## config.mk

```make
export PLATFORM = sky130hd
export DESIGN_NAME = mfp_ahb_rojo_multi
export DESIGN_NICKNAME = d
export VERILOG_FILES = /design/src/rtl/mfp_ahb_rojo_multi.sv
export SDC_FILE = /design/constraint.sdc
export NUM_CORES = 1
export LEC_CHECK = 0
export CAP_MARGIN = 30
export CORE_UTILIZATION = 38
export DETAILED_ROUTE_END_ITERATION = 8
export PLACE_DENSITY = 0.81
export SYNTH_ARGS = -nofsm -noshare
export SYNTH_HDL_FRONTEND = slang
export SYNTH_SLANG_ARGS = --single-unit
```

## constraint.sdc

```tcl
create_clock -name HCLK -period 2.39 [get_ports HCLK]
set_clock_uncertainty 0.15 [all_clocks]
set_input_delay 0.478 -clock HCLK [delete_from_list [all_inputs] [get_ports HCLK]]
set_output_delay 0.478 -clock HCLK [all_outputs]
set_load 0.005 [all_outputs]
```

## src/rtl/mfp_ahb_rojo_multi.sv

```systemverilog
// AHB-lite slave serving up to four RojoBot channels: control out, info/update in, sticky flags, one IRQ.
// Optional: MFP_ROJO_INFO_SNAPSHOT_EN latches IO_BotInfo on each update edge so INFO reads are coherent.
module mfp_ahb_rojo_multi #(
    parameter int NUM_BOTS = 2,
    parameter int CTRL_W   = 8,
    parameter int INFO_W   = 32
) (
    input  logic                         HCLK,
    input  logic                         HRESETn,
    input  logic [31:0]                  HADDR,
    input  logic [1:0]                   HTRANS,
    input  logic [31:0]                  HWDATA,
    input  logic                         HWRITE,
    input  logic                         HSEL,
    output logic [31:0]                  HRDATA,
    output logic [NUM_BOTS*CTRL_W-1:0]   IO_BotCtrl,
    input  logic [NUM_BOTS*INFO_W-1:0]   IO_BotInfo,
    input  logic [NUM_BOTS-1:0]          IO_BotUpdt_Sync,
    output logic [NUM_BOTS-1:0]          IO_INT_ACK,
    output logic                         IRQ
);

    localparam logic [1:0] HTRANS_IDLE = 2'b00;
    localparam logic [7:0] ADDR_IRQ_EN   = 8'hF0;
    localparam logic [7:0] ADDR_PEND_SUM = 8'hF4;

    logic [7:0]                        haddr_q, haddr_d;
    logic                              hwrite_q, hwrite_d;
    logic                              hsel_q, hsel_d;
    logic [1:0]                        htrans_q, htrans_d;
    logic [31:0]                       hrdata_q, hrdata_d;
    logic [NUM_BOTS-1:0][CTRL_W-1:0]   ctrl_q, ctrl_d;
    logic [NUM_BOTS-1:0]               pending_q, pending_d;
    logic [NUM_BOTS-1:0]               overrun_q, overrun_d;
    logic [NUM_BOTS-1:0]               irq_en_q, irq_en_d;
    logic [NUM_BOTS-1:0]               updt_prev_q, updt_prev_d;
    logic [NUM_BOTS-1:0]               int_ack_q, int_ack_d;

    logic [NUM_BOTS-1:0][INFO_W-1:0]   info_src;
    logic [NUM_BOTS-1:0]               updt_rise;
    logic [NUM_BOTS-1:0]               ack_pend;
    logic [NUM_BOTS-1:0]               ack_ovr;
    logic                              wr_en;
    logic                              rd_en;
    logic [31:0]                       rd_data;
    logic                              unused_bits;

    assign unused_bits = ^{HADDR[31:8], HWDATA};

`ifdef MFP_ROJO_INFO_SNAPSHOT_EN
    logic [NUM_BOTS-1:0][INFO_W-1:0]   snap_q, snap_d;

    always_comb begin
        snap_d = snap_q;
        for (int n = 0; n < NUM_BOTS; n++) begin
            if (updt_rise[n]) snap_d[n] = IO_BotInfo[n*INFO_W +: INFO_W];
        end
    end

    always_ff @(posedge HCLK or negedge HRESETn) begin
        if (!HRESETn) snap_q <= '0;
        else          snap_q <= snap_d;
    end

    assign info_src = snap_q;
`else
    assign info_src = IO_BotInfo;
`endif

    assign wr_en     = hsel_q && hwrite_q && (htrans_q != HTRANS_IDLE);
    assign rd_en     = HSEL && !HWRITE && (HTRANS != HTRANS_IDLE);
    assign updt_rise = IO_BotUpdt_Sync & ~updt_prev_q;

    // Read mux decodes the live address-phase HADDR; result is registered into HRDATA.
    always_comb begin
        rd_data = '0;
        if (HADDR[1:0] == 2'b00) begin
            for (int n = 0; n < NUM_BOTS; n++) begin
                if (HADDR[7:4] == 4'(n)) begin
                    case (HADDR[3:2])
                        2'd0:    rd_data[INFO_W-1:0] = info_src[n];
                        2'd1:    rd_data[CTRL_W-1:0] = ctrl_q[n];
                        2'd2:    rd_data[1:0]        = {overrun_q[n], pending_q[n]};
                        default: rd_data             = '0;
                    endcase
                end
            end
            if (HADDR[7:0] == ADDR_IRQ_EN)   rd_data[NUM_BOTS-1:0] = irq_en_q;
            if (HADDR[7:0] == ADDR_PEND_SUM) rd_data[NUM_BOTS-1:0] = pending_q;
        end
    end

    always_comb begin
        haddr_d     = HADDR[7:0];
        hwrite_d    = HWRITE;
        hsel_d      = HSEL;
        htrans_d    = HTRANS;
        hrdata_d    = rd_en ? rd_data : hrdata_q;
        ctrl_d      = ctrl_q;
        irq_en_d    = irq_en_q;
        ack_pend    = '0;
        ack_ovr     = '0;
        updt_prev_d = IO_BotUpdt_Sync;

        if (wr_en && (haddr_q[1:0] == 2'b00)) begin
            for (int n = 0; n < NUM_BOTS; n++) begin
                if (haddr_q[7:4] == 4'(n)) begin
                    case (haddr_q[3:2])
                        2'd1: ctrl_d[n] = HWDATA[CTRL_W-1:0];
                        2'd3: begin
                            ack_pend[n] = HWDATA[0];
                            ack_ovr[n]  = HWDATA[1];
                        end
                        default: ;
                    endcase
                end
            end
            if (haddr_q == ADDR_IRQ_EN) irq_en_d = HWDATA[NUM_BOTS-1:0];
        end

        // A new edge beats a same-cycle clear; overrun only counts against pending that survives the clear.
        pending_d = (pending_q & ~ack_pend) | updt_rise;
        overrun_d = (overrun_q & ~ack_ovr) | (updt_rise & pending_q & ~ack_pend);
        int_ack_d = ack_pend;
    end

    always_ff @(posedge HCLK or negedge HRESETn) begin
        if (!HRESETn) begin
            haddr_q     <= '0;
            hwrite_q    <= 1'b0;
            hsel_q      <= 1'b0;
            htrans_q    <= HTRANS_IDLE;
            hrdata_q    <= '0;
            ctrl_q      <= '0;
            pending_q   <= '0;
            overrun_q   <= '0;
            irq_en_q    <= '0;
            updt_prev_q <= '0;
            int_ack_q   <= '0;
        end else begin
            haddr_q     <= haddr_d;
            hwrite_q    <= hwrite_d;
            hsel_q      <= hsel_d;
            htrans_q    <= htrans_d;
            hrdata_q    <= hrdata_d;
            ctrl_q      <= ctrl_d;
            pending_q   <= pending_d;
            overrun_q   <= overrun_d;
            irq_en_q    <= irq_en_d;
            updt_prev_q <= updt_prev_d;
            int_ack_q   <= int_ack_d;
        end
    end

    assign HRDATA     = hrdata_q;
    assign IO_BotCtrl = ctrl_q;
    assign IO_INT_ACK = int_ack_q;
    assign IRQ        = |(pending_q & irq_en_q);

endmodule

```

==> out/results.ini <==
[drt]
drcViolationCount=0
wl_per_cell_um=15.30
drt-met1-wl_um=3391
drtIter0Drc=92
num_vias=2680
wl_met3_um=590
highest_layer=met4
wl_met2_um=3900
drt_first_pass_iters=4
ant_nets=0
wirelength_um=7985
vias_per_cell=5.134

[floorplanning]
io_pins=187
coreArea_um2=7888
fp.dieW_um=93.22
die_h_um=93.22
dieArea_um2=8689
num_rows=32
start_util_pct=40.09

[synthesis]
synthCells=262
synth_top_area_share_pct=55.40
avgSynthCellArea_um2=12.07
yosys-top-cells-area=dfrtp_1 55%, mux2i_1 8.2%, mux2_2 6.4%, o21ai_2 4.4%, nand2_1 3.4%
synth-seq-cells=70
syn_area_um2=3162
synth_warnings=0
yosysTopAreaCell=dfrtp_1
synth_edf_count=0
synthDistinctLibCells=37
syn_nets=403
synthArstFlopShare_pct=100.0
yosysSeqAreaShare_pct=55.40
dominantRegCellSynth=dfrtp_1

[final_layout]
area_growth_pct=57.86
layout-drive-gt1-share_pct=17.62
fin_util_pct=63.28
ff_latch_area_um2=1752
final_cells=522
nFillCells=644
multi_input_area_um2=1303
fin_nets=557
stdcell_area_um2=4991
antennaDiodeCount=0

[clocking]
root_buffer=clkbuf_8
cts_tree=yes
clkTransAtPathRegs_ps=70
numCtsBuffers=9
htreeDepth=3
post_cts_buffers=0
clk_path_buf_depth=2
clk_latency_ps=340
cts_sinks=70

[sta]
period_share_pct=89.67
period_needed_ps=2143
rsz0062_at_grt=false
setup_slack_ps=246.8
max_freq_mhz=466.6
hold_viol=0
setup_viol=0
maxSlewHeadroom_pct=67.92
worst_slew_pin_slew_ps=474.5
slew_viol_final=0

[run]
max-cap-violations=0

[power]
max-vdd-ir-drop_v=0.0003263
leakage_nw=2.203
power_density_nw_per_um2=523.8
total_power_mw=2.614

[critical_path]
crit_required_ps=2450
r2r_slack_ps=350
crit_start=HADDR[2]
worstPathArrival_ps=2210
cp-endpoint=HRDATA[0]$_DFFE_PN0P_
r2r-end=IO_BotCtrl[9]$_DFFE_PN0P_
reg2reg_from=haddr_q[7]$_DFF_PN0_
critPathMaxFanout=6
crit_path_start_kind=primary input
crit_type=primary input to flop
worstSetupEndpointType=flop
ff2ff_path_depth=3

[place]
port_buffers=138
placed_cells=506
hpwl_um=6122
gp_congestion=0.7893
pre_cts_slack_ps=-108.6
place_area_um2=4758

[grt]
grt_pass1_vias=2667
grt_pass1_wl_um=12850
grtUsageTotal_pct=19.22
grt_overflow=0
grt_antenna_before_repair=0
grt_max_degree=37

[run_status]
outcome=finished, final reports clean

[hold_path]
hp-class=flop to flop

## critical path: stages
cell,delay (ps)
clkdlybuf4s50_1,500
buf_4,190
ha_1,280
a222oi_1,340
mux2i_1,150
a21oi_1,180
o31ai_1,90
## cells in the final DEF, fill, tap and decap left out, types with 2 or more instances in the layout
| cell | n |
|---|---|
| o21ai_1 | 4 |
| ha_1 | 5 |
| nor2b_1 | 2 |
| buf_12 | 3 |
| dfrtp_1 | 70 |
| o21ai_0 | 4 |
| a21oi_1 | 4 |
| a32o_1 | 2 |
| mux2i_1 | 26 |
| nor3_1 | 5 |
| clkbuf_8 | 11 |
| o31ai_1 | 2 |
| mux2_2 | 18 |
| nand3_1 | 4 |
| a21o_1 | 2 |
| nor2_1 | 4 |
| bufinv_16 | 2 |
| a22oi_1 | 12 |
| o21ai_2 | 16 |
| o22ai_1 | 6 |
| clkdlybuf4s50_1 | 136 |
| inv_1 | 6 |
| and3_1 | 3 |
| buf_4 | 17 |
| nand2_1 | 29 |
| a22o_1 | 7 |
| or2_2 | 3 |
| a222oi_1 | 4 |
## worst min-delay path by stage
stage	depth (start not counted)	slack, ps	start	end
global placement	1	300	HRESETn	IO_INT_ACK[1]$_DFF_PN0_
CTS	1	330	HADDR[4]	haddr_q[4]$_DFF_PN0_
floorplan	0	30	HRESETn	HRDATA[0]$_DFFE_PN0P_
finish	2	330	HRDATA[25]$_DFFE_PN0P_	HRDATA[25]$_DFFE_PN0P_
detailed placement	1	310	HRESETn	IO_INT_ACK[0]$_DFF_PN0_
global route	1	340	HADDR[4]	haddr_q[4]$_DFF_PN0_
## cell type report
class | instances | share of cell area [%]
sequential | 70 | 35.10
clock buffer | 12 | 3.109
inverter | 6 | 0.4512
timing repair buffer | 158 | 31.34
multi-input combinational | 171 | 26.10
clock inverter | 3 | 1.354
tap | 102 | 2.557
## registers in the layout, indices dropped and copies added (netlist names)
signal       flops
HRDATA          32
IO_BotCtrl      16
IO_INT_ACK       2
haddr_q          8
hsel_q           1
htrans_q         2
hwrite_q         1
irq_en_q         2
overrun_q        2
pending_q        2
updt_prev_q      2
## report_power, final
group          switching (mW)  total (mW)  internal (mW)
Clock                   0.419        1.06          0.640
Sequential             0.0120        1.22           1.21
Combinational           0.130       0.338          0.208
## synth_stat cells, drive strengths merged (3+ instances only)
master / n
nand2: 29
dfrtp: 70
a21oi: 4
clkbuf: 9
and3: 3
a22oi: 12
mux2i: 26
nor3: 5
a22o: 7
inv: 6
or2: 3
buf: 6
nor2: 4
o22ai: 6
ha: 5
o21ai: 24
a222oi: 4
nand3: 4
mux2: 18
## kinds of logic (layout without fill, tap and decap cells)
kind of cell             count (synthesis)  after routing  share of synthesized area (%)
AO/OA/AOI/OAI                           64             64                          15.39
buffers and inverters                   21            179                          3.403
AND/OR/NAND/NOR                         58             58                          9.181
multiplexers                            44             44                          14.64
adder cells (fa/ha/maj)                  5              5                          1.979
flip-flops                              70             70                          55.40
## stage by stage
stage          hold slack [ps]  TNS, ps
6_report                 326.1        0
4_1_cts                  327.7        0
3_5_place_dp             306.7   -669.3
2_1_floorplan            32.41        0
5_1_grt                  341.5        0
3_3_place_gp             299.0   -81.20
## repair_timing
item / 4_1_cts / 5_1_grt
hold buffers: 1 / 0
resized for setup: 0 / 0
endpoints found under the hold margin: 34 / 0
## metal layers
layer  global-route usage (%)  vias to the layer above
li1                         -                     1268
met1                    23.80                     1288
met2                    32.41                      115
met3                    4.878                        9
met4                    6.923                        0
met5                        0                        -
(Power assumes the default switching activity.)
